File: config.mk
export PLATFORM = sky130hd
export DESIGN_NAME = wdt_kick_supervisor_flat
export DESIGN_NICKNAME = d
export VERILOG_FILES = /design/src/rtl/wdt_kick_supervisor_pkg.sv /design/src/rtl/wdt_kick_supervisor_if.sv /design/src/rtl/wdt_kick_supervisor_hb_collect.sv /design/src/rtl/wdt_kick_supervisor.sv /design/src/flat_wrapper.sv
export SDC_FILE = /design/constraint.sdc
export NUM_CORES = 1
export LEC_CHECK = 0
export ABC_AREA = 1
export BUFFER_PORTS_ARGS = -buffer_cell sky130_fd_sc_hd__buf_4
export CAP_MARGIN = 20
export CORE_ASPECT_RATIO = 0.9
export CORE_MARGIN = 5
export CORE_UTILIZATION = 30
export CTS_CLUSTER_DIAMETER = 30
export DETAILED_ROUTE_END_ITERATION = 10
export GPL_TIMING_DRIVEN = 0
export PLACE_DENSITY_LB_ADDON = 0.3
export SLEW_MARGIN = 20
export SYNTH_ARGS = -nofsm -noshare
export SYNTH_HDL_FRONTEND = slang
export SYNTH_SLANG_ARGS = --single-unit
export TNS_END_PERCENT = 100
File: constraint.sdc
create_clock -name clk -period 2.1 [get_ports clk]
set_input_delay 0.21 -clock clk [delete_from_list [all_inputs] [get_ports clk]]
set_output_delay 0.21 -clock clk [all_outputs]
set_load 0.005 [all_outputs]
File: src/rtl/wdt_kick_supervisor_pkg.sv
// wdt_sup_pkg: shared types and constants for the watchdog kick supervisor.
// Optional feature macro used by the design: WDT_SUP_READBACK_EN.
package wdt_sup_pkg;

  typedef enum logic [2:0] {
    ST_IDLE   = 3'd0,
    ST_CFG    = 3'd1,
    ST_VERIFY = 3'd2,
    ST_ARMED  = 3'd3,
    ST_KICK   = 3'd4,
    ST_STARVE = 3'd5,
    ST_FAULT  = 3'd6,
    ST_CLEAR  = 3'd7
  } state_t;

  // Watchdog slave register map
  localparam logic [2:0] ADDR_STATUS  = 3'd0;
  localparam logic [2:0] ADDR_CONTROL = 3'd1;
  localparam logic [2:0] ADDR_PERIODL = 3'd2;
  localparam logic [2:0] ADDR_PERIODH = 3'd3;

  // Control word: bit0 irq enable, bit2 start
  localparam logic [15:0] CTRL_START_IRQ = 16'h0005;
  // Any write to PERIODL forces a reload of the watchdog counter
  localparam logic [15:0] KICK_DATA      = 16'h0000;
  // Writing STATUS clears the timeout flag
  localparam logic [15:0] STATUS_CLEAR   = 16'h0000;
  // STATUS bit reporting that the watchdog counter is running
  localparam int unsigned STATUS_RUN_BIT = 1;

  localparam logic [19:0] WDT_DEFAULT_PERIOD = 20'hF423F;

  // Width of a counter that must hold values 0..max_val (never below 1 bit)
  function automatic int unsigned cnt_width(input int unsigned max_val);
    return (max_val < 1) ? 1 : $clog2(max_val + 1);
  endfunction

  // States that perform exactly one access on the watchdog bus
  function automatic logic is_access(input state_t s);
    return (s == ST_CFG) || (s == ST_VERIFY) || (s == ST_KICK) || (s == ST_CLEAR);
  endfunction

endpackage

File: src/rtl/wdt_kick_supervisor_if.sv
// wdt_kick_supervisor_if: watchdog slave bus (16-bit registers, no wait states).
// Master side is the supervisor; slave side is the watchdog peripheral.
interface wdt_kick_supervisor_if;

  logic [2:0]  wdt_address;
  logic        wdt_chipselect;
  logic        wdt_write_n;
  logic [15:0] wdt_writedata;
  logic [15:0] wdt_readdata;
  logic        wdt_irq;

  modport master (
    output wdt_address,
    output wdt_chipselect,
    output wdt_write_n,
    output wdt_writedata,
    input  wdt_readdata,
    input  wdt_irq
  );

  modport slave (
    input  wdt_address,
    input  wdt_chipselect,
    input  wdt_write_n,
    input  wdt_writedata,
    output wdt_readdata,
    output wdt_irq
  );

endinterface

File: src/rtl/wdt_kick_supervisor_hb_collect.sv
// wdt_sup_hb_collect: heartbeat bookkeeping for the kick supervisor.
// Tracks which requesters checked in during the current window, the sticky
// mask of requesters that missed a window, and the window/gap counters.
module wdt_sup_hb_collect
  import wdt_sup_pkg::*;
#(
  parameter int unsigned N_REQ      = 4,
  parameter int unsigned HB_TIMEOUT = 800000,
  parameter int unsigned MIN_GAP    = 1000
) (
  input  logic             clk,
  input  logic             reset,
  input  state_t           state,
  input  logic [N_REQ-1:0] hb,
  input  logic             starve_entry,
  output logic             all_seen,
  output logic             gap_met,
  output logic             window_done,
  output logic [N_REQ-1:0] missing
);

  localparam int unsigned WIN_W = cnt_width(HB_TIMEOUT);
  localparam int unsigned GAP_W = cnt_width(MIN_GAP);
  localparam logic [WIN_W-1:0] WIN_LIMIT = WIN_W'(HB_TIMEOUT);
  localparam logic [GAP_W-1:0] GAP_LIMIT = GAP_W'(MIN_GAP);

  logic [N_REQ-1:0] seen_q;
  logic [WIN_W-1:0] window_q;
  logic [GAP_W-1:0] gap_q;

  // Accumulate heartbeats in ARMED; a pulse during KICK seeds the next window
  always_ff @(posedge clk or posedge reset) begin
    if (reset) begin
      seen_q <= '0;
    end else begin
      case (state)
        ST_ARMED: seen_q <= seen_q | hb;
        ST_KICK:  seen_q <= hb;
        default:  seen_q <= '0;
      endcase
    end
  end

  // Window and gap counters run only in ARMED, so they restart at zero on every entry
  always_ff @(posedge clk or posedge reset) begin
    if (reset) begin
      window_q <= '0;
      gap_q    <= '0;
    end else if (state == ST_ARMED) begin
      if (window_q != WIN_LIMIT) window_q <= window_q + WIN_W'(1);
      if (gap_q != GAP_LIMIT)    gap_q    <= gap_q + GAP_W'(1);
    end else begin
      window_q <= '0;
      gap_q    <= '0;
    end
  end

  // Sticky record of absent requesters, wiped only by the CLEAR recovery step
  always_ff @(posedge clk or posedge reset) begin
    if (reset) begin
      missing <= '0;
    end else if (state == ST_CLEAR) begin
      missing <= '0;
    end else if (starve_entry) begin
      missing <= missing | ~seen_q;
    end
  end

  assign all_seen    = &seen_q;
  assign gap_met     = (gap_q >= GAP_LIMIT);
  assign window_done = (window_q == WIN_LIMIT);

endmodule

File: src/rtl/wdt_kick_supervisor.sv
// wdt_kick_supervisor: bus master that configures and services the watchdog
// on behalf of N_REQ heartbeat requesters. The watchdog is kicked only after
// every requester has checked in; a missing heartbeat starves it on purpose.
// Optional readback verification of the start command: WDT_SUP_READBACK_EN.
module wdt_kick_supervisor
  import wdt_sup_pkg::*;
#(
  parameter int unsigned N_REQ      = 4,
  parameter int unsigned HB_TIMEOUT = 800000,
  parameter int unsigned MIN_GAP    = 1000
) (
  input  logic                        clk,
  input  logic                        reset,
  input  logic                        enable,
  input  logic [N_REQ-1:0]            hb,
  input  logic                        clear_fault,
  wdt_kick_supervisor_if.master       wdt,
  output logic [N_REQ-1:0]            missing,
  output logic [15:0]                 kick_count,
  output logic                        fault,
  output logic                        cfg_err
);

  state_t state_q, state_d;
  logic   enable_q;
  logic   all_seen, gap_met, window_done;
  logic   starve_entry;
  logic   access_start;
  logic [2:0]  bus_addr_d;
  logic [15:0] bus_data_d;
  logic        bus_wr_d;

`ifdef WDT_SUP_READBACK_EN
  logic [1:0] vcnt_q;
`else
  logic unused_readdata;
  assign unused_readdata = ^wdt.wdt_readdata;
`endif

  wdt_sup_hb_collect #(
    .N_REQ      (N_REQ),
    .HB_TIMEOUT (HB_TIMEOUT),
    .MIN_GAP    (MIN_GAP)
  ) u_hb_collect (
    .clk          (clk),
    .reset        (reset),
    .state        (state_q),
    .hb           (hb),
    .starve_entry (starve_entry),
    .all_seen     (all_seen),
    .gap_met      (gap_met),
    .window_done  (window_done),
    .missing      (missing)
  );

  // State register and enable edge detector
  always_ff @(posedge clk or posedge reset) begin
    if (reset) begin
      state_q  <= ST_IDLE;
      enable_q <= 1'b0;
    end else begin
      state_q  <= state_d;
      enable_q <= enable;
    end
  end

  // Next-state logic; dropping enable aborts everything except a latched FAULT
  always_comb begin
    state_d = state_q;
    if (!enable && (state_q != ST_FAULT)) begin
      state_d = ST_IDLE;
    end else begin
      case (state_q)
        ST_IDLE:   if (!enable_q) state_d = ST_CFG;
        ST_CFG: begin
`ifdef WDT_SUP_READBACK_EN
          state_d = ST_VERIFY;
`else
          state_d = ST_ARMED;
`endif
        end
        ST_VERIFY: begin
`ifdef WDT_SUP_READBACK_EN
          if (vcnt_q == 2'd2)
            state_d = wdt.wdt_readdata[STATUS_RUN_BIT] ? ST_ARMED : ST_FAULT;
`else
          state_d = ST_IDLE;
`endif
        end
        ST_ARMED: begin
          if (wdt.wdt_irq)                  state_d = ST_FAULT;
          else if (all_seen && gap_met)     state_d = ST_KICK;
          else if (window_done && !all_seen) state_d = ST_STARVE;
        end
        ST_KICK:   state_d = wdt.wdt_irq ? ST_FAULT : ST_ARMED;
        ST_STARVE: begin
          if (clear_fault)      state_d = ST_CLEAR;
          else if (wdt.wdt_irq) state_d = ST_FAULT;
        end
        ST_FAULT:  if (clear_fault) state_d = ST_CLEAR;
        ST_CLEAR:  state_d = ST_CFG;
        default:   state_d = ST_IDLE;
      endcase
    end
  end

  assign starve_entry = (state_q == ST_ARMED) && (state_d == ST_STARVE);

  // Bus command for the coming cycle; only the first cycle of an access state drives the bus
  always_comb begin
    access_start = is_access(state_d) && (state_d != state_q);
    bus_addr_d   = '0;
    bus_data_d   = '0;
    bus_wr_d     = 1'b0;
    if (access_start) begin
      case (state_d)
        ST_CFG: begin
          bus_addr_d = ADDR_CONTROL;
          bus_data_d = CTRL_START_IRQ;
          bus_wr_d   = 1'b1;
        end
        ST_VERIFY: bus_addr_d = ADDR_STATUS;
        ST_KICK: begin
          bus_addr_d = ADDR_PERIODL;
          bus_data_d = KICK_DATA;
          bus_wr_d   = 1'b1;
        end
        ST_CLEAR: begin
          bus_addr_d = ADDR_STATUS;
          bus_data_d = STATUS_CLEAR;
          bus_wr_d   = 1'b1;
        end
        default: ;
      endcase
    end
  end

  // Registered bus outputs, decoded from the next state so the access lines up with it
  always_ff @(posedge clk or posedge reset) begin
    if (reset) begin
      wdt.wdt_address    <= '0;
      wdt.wdt_chipselect <= 1'b0;
      wdt.wdt_write_n    <= 1'b1;
      wdt.wdt_writedata  <= '0;
    end else begin
      wdt.wdt_address    <= bus_addr_d;
      wdt.wdt_chipselect <= access_start;
      wdt.wdt_write_n    <= ~bus_wr_d;
      wdt.wdt_writedata  <= bus_data_d;
    end
  end

  // Kick counter (wraps) and fault flag, which trails the STARVE/FAULT state by one cycle
  always_ff @(posedge clk or posedge reset) begin
    if (reset) begin
      kick_count <= '0;
      fault      <= 1'b0;
    end else begin
      if (state_q == ST_KICK) kick_count <= kick_count + 16'd1;
      fault <= (state_q == ST_STARVE) || (state_q == ST_FAULT);
    end
  end

`ifdef WDT_SUP_READBACK_EN
  // Readback timing: read in VERIFY cycle 0, status sampled in VERIFY cycle 2
  always_ff @(posedge clk or posedge reset) begin
    if (reset) begin
      vcnt_q <= '0;
    end else if (state_q == ST_VERIFY) begin
      vcnt_q <= vcnt_q + 2'd1;
    end else begin
      vcnt_q <= '0;
    end
  end

  // Sticky configuration error, cleared only by reset
  always_ff @(posedge clk or posedge reset) begin
    if (reset) begin
      cfg_err <= 1'b0;
    end else if ((state_q == ST_VERIFY) && (state_d == ST_FAULT)) begin
      cfg_err <= 1'b1;
    end
  end
`else
  assign cfg_err = 1'b0;
`endif

endmodule

File: src/flat_wrapper.sv
// flat-port wrapper written by rule: the top's interface ports become plain ports
module wdt_kick_supervisor_flat import wdt_sup_pkg::*;
#(
  parameter int unsigned N_REQ      = 4,
  parameter int unsigned HB_TIMEOUT = 800000,
  parameter int unsigned MIN_GAP    = 1000
)
  (clk, reset, enable, hb, clear_fault, missing, kick_count, fault, cfg_err, wdt_wdt_address, wdt_wdt_chipselect, wdt_wdt_write_n, wdt_wdt_writedata, wdt_wdt_readdata, wdt_wdt_irq);
  wdt_kick_supervisor_if wdt_i ();
  input  logic clk;
  input  logic reset;
  input  logic enable;
  input  logic [N_REQ-1:0] hb;
  input  logic clear_fault;
  output logic [N_REQ-1:0] missing;
  output logic [15:0] kick_count;
  output logic fault;
  output logic cfg_err;
  output wire logic [$bits(wdt_i.wdt_address)-1:0] wdt_wdt_address;
  output wire logic [$bits(wdt_i.wdt_chipselect)-1:0] wdt_wdt_chipselect;
  output wire logic [$bits(wdt_i.wdt_write_n)-1:0] wdt_wdt_write_n;
  output wire logic [$bits(wdt_i.wdt_writedata)-1:0] wdt_wdt_writedata;
  input wire logic [$bits(wdt_i.wdt_readdata)-1:0] wdt_wdt_readdata;
  input wire logic [$bits(wdt_i.wdt_irq)-1:0] wdt_wdt_irq;
  assign wdt_wdt_address = wdt_i.wdt_address;
  assign wdt_wdt_chipselect = wdt_i.wdt_chipselect;
  assign wdt_wdt_write_n = wdt_i.wdt_write_n;
  assign wdt_wdt_writedata = wdt_i.wdt_writedata;
  assign wdt_i.wdt_readdata = wdt_wdt_readdata;
  assign wdt_i.wdt_irq = wdt_wdt_irq;
  wdt_kick_supervisor #(.N_REQ(N_REQ), .HB_TIMEOUT(HB_TIMEOUT), .MIN_GAP(MIN_GAP)) u_core (.clk(clk), .reset(reset), .enable(enable), .hb(hb), .clear_fault(clear_fault), .wdt(wdt_i), .missing(missing), .kick_count(kick_count), .fault(fault), .cfg_err(cfg_err));
endmodule
==> summary.txt, run 1 <==
Yosys
  – Syn Inst Count: 406
  – Yosys warning total: 0
  – Async S/R FF share, synth: 1.00
  – Largest area contributor in the netlist: dfrtp_1
  – Syn Area/Cell: around 8.3 µm²
  – Synth Flop Type: dfrtp_1
  – Post-synth cell types: 35
  – Sequential fraction of the synthesis area: 0.477
  – Area share of the largest cell type after synthesis: 0.469
  – Synthesized flop and latch total: between 60 and 70
  – Number of synthesized flops with an enable pin: 0
  – Ranking of synthesized cells by area: dfrtp_1, nand2_1, inv_1
  – Post-Syn Area: roughly 3400 µm²

Critical path
  – Worst Setup End Kind: register
  – Kind of critical path: reg -> reg
  – Critical path cell sequence: ha_1 -> nand3_1 -> nor2_1 -> nand2_1 -> nor2_1 -> nand2_1 -> nor2_2 -> nand2_1 -> nor3_1 -> nor3_1
  – CP Max Fanout: 4
  – Worst path arrival time: 2040 ps
  – CP max stage delay: about 390 ps
  – CP startpoint: u_core.u_hb_collect.window_q[0]
  – Reg2reg start: u_core.u_hb_collect.window_q[0]
  – Crit path required time: approximately 2300 ps
  – Top cell by count, worst path: nand2_1
  – Slowest cell on crit path: dfrtp_1
  – Worst setup SP type: register

Layout
  – Fin nets: 500
  – Final Cell Area: between 4000 and 5000 µm²
  – Most frequent cells in the layout: nand2_1, dfrtp_1, inv_1
  – Antenna cells: 0
  – Layout cell share with drive strength beyond 1: 0.205
  – Final Util: 0.386
  – Most common cell after layout, fill and taps aside: nand2_1
  – Syn-to-layout area delta: 25.0%

STA
  – Fmax: 544 MHz
  – Fin Hold WS: between 80 and 90 ps
  – Max Slew Vio Count: 0
  – Final period util: 0.875
  – # setup viols final: 0
  – Worst slew margin: 0.591
  – RSZ-0062 raised after global routing: false
  – Clock Skews: 5.70 ps
  – Final hold viol count: 0
  – Worst-Margin Slew: 613 ps
  – Tmin final: 1840 ps
  – Setup WS post-layout: 263 ps

Die
  – DIE WIDTH: 122 µm
  – Cell row count: 36
  – DIE HEIGHT: 110 µm
  – Area of the core: 10900 µm²
  – I/O pins: 68
  – Initial core utilization: 0.309
  – Die ar.: around 13000 µm²

Power and ir drop
  – Switching power: 0.781 mW
  – Clock share of power: 0.445
  – Pint: 2.46 mW
  – PD cells: 772 nW/µm²
  – Max VDD drop: around 0.44 mV
  – Sw Share: 0.241
  – Reg power frac: 0.429
  – Comb pwr share: 0.126
  – Lkg Pwr: 2.06 nW

Placement
  – Number of port buffers: 35
  – Dpl ws: 197 ps
  – Post-placement cell area: about 3900 µm²
  – DP Wirelength: 5110 µm
  – Gpl congestion: 0.781

Detailed routing
  – DR vias/cell: 4.26
  – DRT iter0 DRCs: between 100 and 150
  – DRC: 0
  – WL/cell: 10.8 µm
  – Pre-antenna DRT Iters: 4
  – Detail Route Antenna Nets: 0
  – Routed WL: 6740 µm
  – Total number of vias: 2667

Clock network
  – # Post-CTS Setup Buffers: 0
  – Num CTS Buffers: 9
  – CTS tree: built
  – Clock Path Buffers: 2
  – Root buffer cell: clkbuf_16
  – Clock Sinks: 64
  – Worst skew pair latency: 330 ps
  – H-tree Lvls: 3
  – Worst-path clk slew: ~50 ps

GRT
  – Largest net degree at the start of global routing: 34
  – First-pass GRT wire length: ~12000 µm
  – Initial antenna violation count: 0
  – Grt total ovfl: 0
  – Vias in the first global route: 2581
  – Total GRT Usage: 0.108

Outcome
  – Status: finished, final reports clean

Hold path
  – HP Class: in -> reg
  – Hold Startpoint: hb[3]

Flow run
  – Maxcap violations: 0
==> flip-flops by register name, indices dropped and copies added (netlist names) <==
| signal | cells |
|---|---|
| u_core.u_hb_collect.seen_q | 4 |
| u_core.enable_q | 1 |
| u_core.u_hb_collect.gap_q | 10 |
| u_core.fault | 1 |
| u_core.wdt.wdt_write_n | 1 |
| u_core.state_q | 3 |
| u_core.wdt.wdt_address | 2 |
| u_core.wdt.wdt_writedata | 1 |
| u_core.wdt.wdt_chipselect | 1 |
| u_core.u_hb_collect.missing | 4 |
| u_core.u_hb_collect.window_q | 20 |
| u_core.kick_count | 16 |
==> per-layer routing <==
layer	share of wire	GRT usage
met2	0.46	0.164
met3	0.052	0.0378
met5	0	0
met4	0.011	0.0329
met1	0.47	0.144
==> timing repair <==
action                                 4_1_cts  5_1_grt
endpoints found under the hold margin       31        0
setup endpoints to repair                    0        3
resized for setup                            0        1
hold buffers                                 2        0
==> worst paths after layout <==
check	slack [ps]	depth (start not counted)	end
worst max-delay path	260	10	u_core.u_hb_collect.window_q[18]
worst min-delay path	90	3	u_core.u_hb_collect.seen_q[3]
worst max register to register	260	10	u_core.u_hb_collect.window_q[18]
worst min register to register	470	1	u_core.kick_count[15]
max in group asynchronous	1150	4	u_core.enable_q
min in group asynchronous	440	3	u_core.kick_count[15]
==> synthesized netlist by cell type (3+ instances only) <==
| library cell | instances |
|---|---|
| nand4_1 | 8 |
| ha_1 | 5 |
| nor3_1 | 16 |
| xor2_1 | 12 |
| nor2_1 | 42 |
| inv_1 | 59 |
| dfrtp_1 | 63 |
| nand2_2 | 5 |
| nand2_1 | 76 |
| a31oi_1 | 3 |
| buf_4 | 18 |
| xnor2_1 | 6 |
| inv_2 | 4 |
| nor2_4 | 3 |
| o21ai_0 | 18 |
| a21oi_1 | 19 |
| nand3_1 | 26 |
==> kinds of logic after synthesis <==
kind of cell / share of synthesized area
adders and majority gates: 0.0186
xor gates and xnor gates: 0.0469
other: 0.00112
and+or+nand+nor: 0.269
DFF: 0.477
AOI/OAI and AO/OA: 0.0729
buffers and inverters: 0.115
==> area by class of cell <==
cell class                 instances  area (µm²)
buffer                            21         149
inverter                          63         239
sequential                        64        1600
multi-input combinational        273        1430
clock buffer                      11         243
tap                              152         190
fill                            1137        6700
clock inverter                     4        45.0
timing repair buffer              38         303
==> power by group through the flow <==
stage | clock, mW | combinational [mW] | sequential, mW
detailed placement | 0 | 0.415 | 1.41
global route | 1.55 | 0.471 | 1.40
CTS | 1.48 | 0.419 | 1.39
global placement | 0 | 0.407 | 1.41
floorplan | 0 | 0.230 | 1.41
finish | 1.44 | 0.410 | 1.39
==> critical path, delay by kind of cell, from the launching register on <==
kind	cells	cell delay (ps)
AND/OR/NAND/NOR	9	1130
flip-flops	1	390
adder cells (fa/ha/maj)	1	200
==> metrics by stage <==
stage	power, mW	TNS (ps)	instances
CTS	3.29	0	626
global placement	1.82	-39190	608
floorplan	1.64	0	421
detailed placement	1.83	0	609
global route	3.42	0	626
finish	3.25	0	626
No activity file was read; power rests on OpenSTA's default activity.
==> run 2, diff against run 1 <==
GPL_TIMING_DRIVEN = 1   (was 0)
==> run 2 against run 1 <==
  * Sequential share of layout area increased by 1.0 points
  * First-iteration DRC count increased by 57%
  * Register-to-register slack got worse by 30 ps
  * Hold slack got worse by 0.86 ps
  * Die area unchanged
  * Via count decreased by 1.7%
  * Core utilization decreased by 1.0 points
  * Non-clock buffer count decreased by 17
  * Clock skew about the same
  * Worst setup slack got worse by 28 ps
  * Combinational power decreased by 6.3%
  * Largest cell class unchanged
  * Largest power group unchanged
  * Highest routed layer unchanged
==> summary.txt, run 2 (synthesis results as in run 1) <==
Outcome
  – Status: finished, final reports clean

Placement
  – Gpl congestion: 0.783 (+0.27%)
  – Number of port buffers: 35 (unchanged)
  – Cells after DPL: 592 (-2.8%)
  – DP Wirelength: 4840 µm (-5.3%)
  – Post-placement cell area: 3770 µm² (-3.1%)
  – Dpl ws: 258 ps (+60.5 ps)

Detailed routing
  – Total number of vias: 2621 (-1.7%)
  – DRT iter0 DRCs: 160 (+57%)
  – Pre-antenna DRT Iters: 4 (unchanged)
  – DR vias/cell: 4.30 (+0.85%)
  – DRC: 0 (unchanged)
  – Detail Route Antenna Nets: 0 (unchanged)
  – Routed WL: 6650 µm (-1.5%)
  – WL/cell: 10.9 µm (+1.1%)

Critical path
  – Worst R2R Setup Slack: 230 ps (-30 ps)
  – Worst reg2reg path endpoint: u_core.u_hb_collect.window_q[14]
  – Worst setup SP type: register
  – Crit path required time: 2310 ps (about the same)
  – CP startpoint: u_core.u_hb_collect.window_q[1]
  – CP max stage delay: 390 ps (about the same)
  – Worst path arrival time: 2080 ps (+40 ps)
  – Worst Setup End Kind: register
  – Critical path cell sequence: ha_1 -> nand3_1 -> nor2_1 -> nand2_1 -> nor2_1 -> nand2_1 -> nor2_1 -> nand2_1 -> o21ai_0 -> a21oi_1
  – Reg2reg start: u_core.u_hb_collect.window_q[1]
  – Kind of critical path: reg -> reg
  – CP Max Fanout: 4 (unchanged)
  – Reg2Reg Depth: 10 (unchanged)
  – Slowest cell on crit path: dfrtp_1

Die
  – I/O pins: 68 (unchanged)
  – DIE HEIGHT: 110 µm (unchanged)
  – Area of the core: 10900 µm² (unchanged)
  – Cell row count: 36 (unchanged)
  – Die ar.: 13400 µm² (unchanged)
  – Initial core utilization: 0.309 (unchanged)
  – DIE WIDTH: 122 µm (unchanged)

Layout
  – Most common cell after layout, fill and taps aside: nand2_1
  – Number of fillers in the final layout: 1141 (+0.35%)
  – Top reg by flops: u_core.u_hb_collect.window_q
  – Final Util: 0.376 (-0.0102)
  – Fin cells: 610 (-2.6%)
  – Final Cell Area: 4090 µm² (-2.6%)
  – Layout cell share with drive strength beyond 1: 0.175 (-0.0300)
  – Syn-to-layout area delta: 21.7%
  – Number of flip-flops in the largest register: 20 (unchanged)
  – Antenna cells: 0 (unchanged)
  – Most frequent cells in the layout: nand2_1, dfrtp_1, inv_1
  – Fin nets: 483 (-3.4%)
  – Biggest registers after layout: u_core.u_hb_collect.window_q (20), u_core.kick_count (16), u_core.u_hb_collect.gap_q (10)

STA
  – # setup viols final: 0 (unchanged)
  – RSZ-0062 raised after global routing: false
  – Setup TNS: 0 ps (unchanged)
  – Fin Hold WS: 88.5 ps (-0.864 ps)
  – Tmin final: 1870 ps (+28.1 ps)
  – Setup WS post-layout: 235 ps (-28.1 ps)
  – Max Slew Vio Count: 0 (unchanged)
  – Final hold viol count: 0 (unchanged)
  – Clock Skews: 5.29 ps (-0.406 ps)
  – Final period util: 0.888 (+0.0134)
  – Fmax: 536 MHz (-1.5%)

Power and ir drop
  – Pint: 2.49 mW (+0.85%)
  – Pwr Total: 3.27 mW (+0.77%)
  – Lkg Pwr: 1.97 nW (-4.2%)
  – Comb pwr share: 0.117 (-0.009)
  – Max VDD drop: 0.477 mV (+8.3%)
  – Reg power frac: 0.426 (-0.003)
  – Sw Share: 0.240 (-0.000599)
  – Clock share of power: 0.457 (+0.012)
  – PD cells: 799 nW/µm² (+3.5%)
  – Switching power: 0.785 mW (+0.52%)

Clock network
  – Clock Sinks: 64 (unchanged)
  – Worst-path clk slew: 50 ps (about the same)
  – Root buffer cell: clkbuf_16
  – Post-CTS resize count: 0 (unchanged)
  – Clock Path Buffers: 2 (unchanged)
  – Worst skew pair latency: 330 ps (about the same)
  – Num CTS Buffers: 9 (unchanged)
  – H-tree Lvls: 3 (unchanged)
  – CTS tree: built

Hold path
  – Hold Startpoint: hb[0]
  – Hold Path End: u_core.u_hb_collect.seen_q[0]
  – Worst Hold Depth: 3 (unchanged)
  – HP Class: in -> reg

GRT
  – Largest net degree at the start of global routing: 38 (+12%)
  – Grt total ovfl: 0 (unchanged)
  – Vias in the first global route: 2604 (+0.89%)
  – Initial antenna violation count: 0 (unchanged)
  – First-pass GRT wire length: 12000 µm (+1.1%)
  – Total GRT Usage: 0.108 (+0.000463)

Flow run
  – Maxcap violations: 0 (unchanged)
## run 2: what timing repair did
item / in CTS / in global routing
buffers inserted: 0 / 0
hold buffers: 2 / 0
hold endpoints to repair: 14 / 0
## run 2: layout make-up
class	instances	area, µm²	share of cell area
Inverter	63	236	0.0578
Tap cell	152	190	0.0465
Clock inverter	3	40.0	0.00978
Multi-Input combinational cell	273	1430	0.350
Timing Repair Buffer	42	333	0.0813
Sequential cell	64	1600	0.392
Clock buffer	13	260	0.0636
## run 2: worst max path at each step
| stage | end | slack, ps | depth (start not counted) |
|---|---|---|---|
| 2_1_floorplan | u_core.enable_q | 290 | 1 |
| 3_3_place_gp | u_core.u_hb_collect.window_q[16] | 250 | 10 |
| 3_5_place_dp | u_core.u_hb_collect.window_q[14] | 260 | 10 |
| 4_1_cts | u_core.u_hb_collect.window_q[14] | 230 | 10 |
| 5_1_grt | u_core.u_hb_collect.window_q[18] | 1 | 10 |
| 6_report | u_core.u_hb_collect.window_q[14] | 230 | 10 |
## run 2: power groups by stage
stage	sequential, mW	clock [mW]	combinational, mW
2_1_floorplan	1.41	0	0.230
3_3_place_gp	1.41	0	0.381
3_5_place_dp	1.41	0	0.387
4_1_cts	1.39	1.55	0.392
5_1_grt	1.41	1.60	0.433
6_report	1.39	1.49	0.384
## run 2: worst max-delay path, delay by kind of cell, from the launching register on
| family | cells | cell delay (ps) |
|---|---|---|
| AND/OR/NAND/NOR | 7 | 930 |
| AO/OA/AOI/OAI | 2 | 230 |
| flip-flops | 1 | 390 |
| adder cells (fa/ha/maj) | 1 | 200 |
## run 2: layer usage
metal	vias up	GRT usage	wire length, µm
met3	6	0.0358	288
met1	1217	0.141	3190
li1	1353	-	-
met4	0	0.0381	54
met5	-	0	0
met2	45	0.168	3110
==> run 3, diff against run 2 <==
CORE_UTILIZATION = 40   (was 30)
==> run 3 against run 2 <==
  * Clock-buffer cell count is 1 lower
  * Highest routed layer unchanged
  * Hold slack worse by 8.2 ps
  * Register-to-register slack better by 50 ps
==> summary.txt, run 3 (synthesis results as in run 1) <==
Outcome
  – Status: finished, final reports clean

STA
  – Fmax: 551 MHz (+2.7%)
  – # setup viols final: 0 (unchanged)
  – Fin Hold WS: 80.3 ps (-8.17 ps)
  – Final period util: 0.864 (-0.0238)
  – Final hold viol count: 0 (unchanged)
  – Setup TNS: 0 ps (unchanged)
  – Max Slew Vio Count: 0 (unchanged)
  – Clock Skews: 11.7 ps (+6.44 ps)
  – Tmin final: 1820 ps (-49.9 ps)
  – RSZ-0062 raised after global routing: false

Clock network
  – Worst skew pair latency: 340 ps (about the same)
  – H-tree Lvls: 3 (unchanged)
  – Clock Sinks: 64 (unchanged)
  – Root buffer cell: clkbuf_8
  – Num CTS Buffers: 9 (unchanged)
  – Clock Path Buffers: 2 (unchanged)
  – CTS tree: built
  – # Post-CTS Setup Buffers: 0 (unchanged)
  – Worst-path clk slew: 70 ps (+20 ps)

Critical path
  – Slowest cell on crit path: dfrtp_1
  – Critical path cell sequence: ha_1 -> nand3_1 -> nor2_1 -> nand2_1 -> nor2_1 -> nand2_1 -> nor2_2 -> nand2_1 -> nor3_1 -> nor3_1
  – CP Max Fanout: 4 (unchanged)
  – Worst setup SP type: register
  – Worst R2R Setup Slack: 280 ps (+50 ps)
  – Worst Setup End Kind: register
  – Top delay family on crit path: simple AND/OR/NAND/NOR gates
  – Kind of critical path: reg -> reg
  – Buf+Inv Stages, Crit Path: 0 (unchanged)
  – Worst path depth: 10 (unchanged)
  – Reg2Reg Depth: 10 (unchanged)
  – CP max stage delay: 390 ps (about the same)
  – Crit path required time: 2310 ps (about the same)
  – Top cell by count, worst path: nand2_1
  – Worst path arrival time: 2030 ps (-50 ps)

Placement
  – DP Wirelength: 4860 µm (+0.37%)
  – Number of port buffers: 35 (unchanged)
  – Gpl congestion: 0.832 (+6.3%)
  – Cells after DPL: 538 (-9.1%)
  – Post-placement cell area: 3700 µm² (-2.0%)

Layout
  – Antenna cells: 0 (unchanged)
  – Fin nets: 482 (-0.21%)
  – Final Cell Area: 3900 µm² (-4.8%)
  – Layout cell share with drive strength beyond 1: 0.178 (+0.00296)
  – Number of fillers in the final layout: 775 (-32%)
  – Top reg by flops: u_core.u_hb_collect.window_q
  – Multi-input gate area: 1440 µm² (+0.35%)
  – Seq. cell area: 1600 µm² (unchanged)
  – Most frequent cells in the layout: nand2_1, dfrtp_1, inv_1
  – Fin cells: 555 (-9.0%)
  – Biggest registers after layout: u_core.u_hb_collect.window_q (20), u_core.kick_count (16), u_core.u_hb_collect.gap_q (10)
  – Most common cell after layout, fill and taps aside: nand2_1
  – Number of flip-flops in the largest register: 20 (unchanged)
  – Syn-to-layout area delta: 15.9%

Die
  – Area of the core: 8110 µm² (-26%)
  – Initial core utilization: 0.415 (+0.106)
  – I/O pins: 68 (unchanged)
  – Cell row count: 31 (-14%)
  – DIE HEIGHT: 97.0 µm (-12%)
  – Die ar.: 10300 µm² (-23%)
  – DIE WIDTH: 107 µm (-12%)

Detailed routing
  – DRT iter0 DRCs: 119 (-26%)
  – Pre-antenna DRT Iters: 4 (unchanged)
  – Routed WL: 6630 µm (-0.21%)
  – Total number of vias: 2641 (+0.76%)
  – DRC: 0 (unchanged)
  – WL/cell: 11.9 µm (+9.7%)
  – DR vias/cell: 4.76 (+11%)
  – Detail Route Antenna Nets: 0 (unchanged)

Hold path
  – HP Class: in -> reg
  – Worst Hold Depth: 3 (unchanged)

Power and ir drop
  – Pint: 1.98 mW (-20%)
  – Switching power: 0.721 mW (-8.2%)
  – Max VDD drop: 0.363 mV (-24%)
  – Sw Share: 0.266 (+0.0263)
  – PD cells: 694 nW/µm² (-13%)
  – Comb pwr share: 0.141 (+0.024)
  – Reg power frac: 0.514 (+0.088)
  – Clock share of power: 0.345 (-0.112)
  – Lkg Pwr: 1.90 nW (-3.4%)

GRT
  – First-pass GRT wire length: 11800 µm (-1.7%)
  – Largest net degree at the start of global routing: 46 (+21%)
  – Vias in the first global route: 2620 (+0.61%)
  – Total GRT Usage: 0.140 (+0.0314)
  – Grt total ovfl: 0 (unchanged)
  – Initial antenna violation count: 0 (unchanged)

Flow run
  – Maxcap violations: 0 (unchanged)
[run 3: cell types whose count changed in the layout (fill, tap and decap cells not counted)]
cell and delta:
bufinv_16 -1, clkbuf_1 -1, clkinvlp_4 +1, nor2_2 +2, nor2_1 -2, clkbuf_16 -9
buf_4 -1, clkbuf_8 +9
[run 3: tightest hold or removal path, delay by kind of cell]
family | cells | cell delay [ps]
buf+inv | 1 | 80
simple gates | 1 | 40
compound gates | 1 | 50
[run 3: worst paths after layout]
check,from,endpoint
worst max-delay path,u_core.u_hb_collect.window_q[0],u_core.u_hb_collect.window_q[16]
worst min-delay path,hb[0],u_core.u_hb_collect.seen_q[0]
worst max register to register,u_core.u_hb_collect.window_q[0],u_core.u_hb_collect.window_q[16]
worst min register to register,u_core.kick_count[15],u_core.kick_count[15]
max in group asynchronous,reset,u_core.wdt.wdt_write_n
min in group asynchronous,reset,u_core.kick_count[8]
[run 3: area by class of cell]
class                   instances  area share
clock buffers                  12      0.0398
clock inverters                 3     0.00449
well taps                      99      0.0318
flip-flops and latches         64       0.411
repair buffers                 41      0.0835
multi-input cells             273       0.369
inverters                      63      0.0607
[run 3: per-stage QoR]
| stage | setup WS (ps) | power, mW | util |
|---|---|---|---|
| after floorplan | 294 | 1.64 | - |
| after global placement | 298 | 1.79 | 0.456 |
| after detailed placement | 245 | 1.80 | 0.456 |
| after CTS | 241 | 2.75 | 0.480 |
| after global routing | 12.1 | 2.86 | 0.481 |
| final | 285 | 2.71 | 0.481 |
[run 3: per-layer routing]
layer	part of all wire	vias up	GRT usage
li1	-	1348	-
met4	0.015	0	0.0541
met5	0	-	0
met1	0.46	1234	0.171
met3	0.043	9	0.0439
met2	0.48	50	0.228
[run 3: power groups by stage]
stage / Combinational, mW / Clock, mW / Sequential, mW
2_1_floorplan: 0.230 / 0 / 1.41
3_3_place_gp: 0.377 / 0 / 1.41
3_5_place_dp: 0.385 / 0 / 1.41
4_1_cts: 0.388 / 0.973 / 1.39
5_1_grt: 0.431 / 1.03 / 1.40
6_report: 0.381 / 0.934 / 1.39
[run 3: what timing repair did]
item | CTS | global route
hold endpoints to repair | 20 | 0
hold buffers | 2 | 0
setup endpoints to repair | 0 | 4
gates resized for setup | 0 | 2
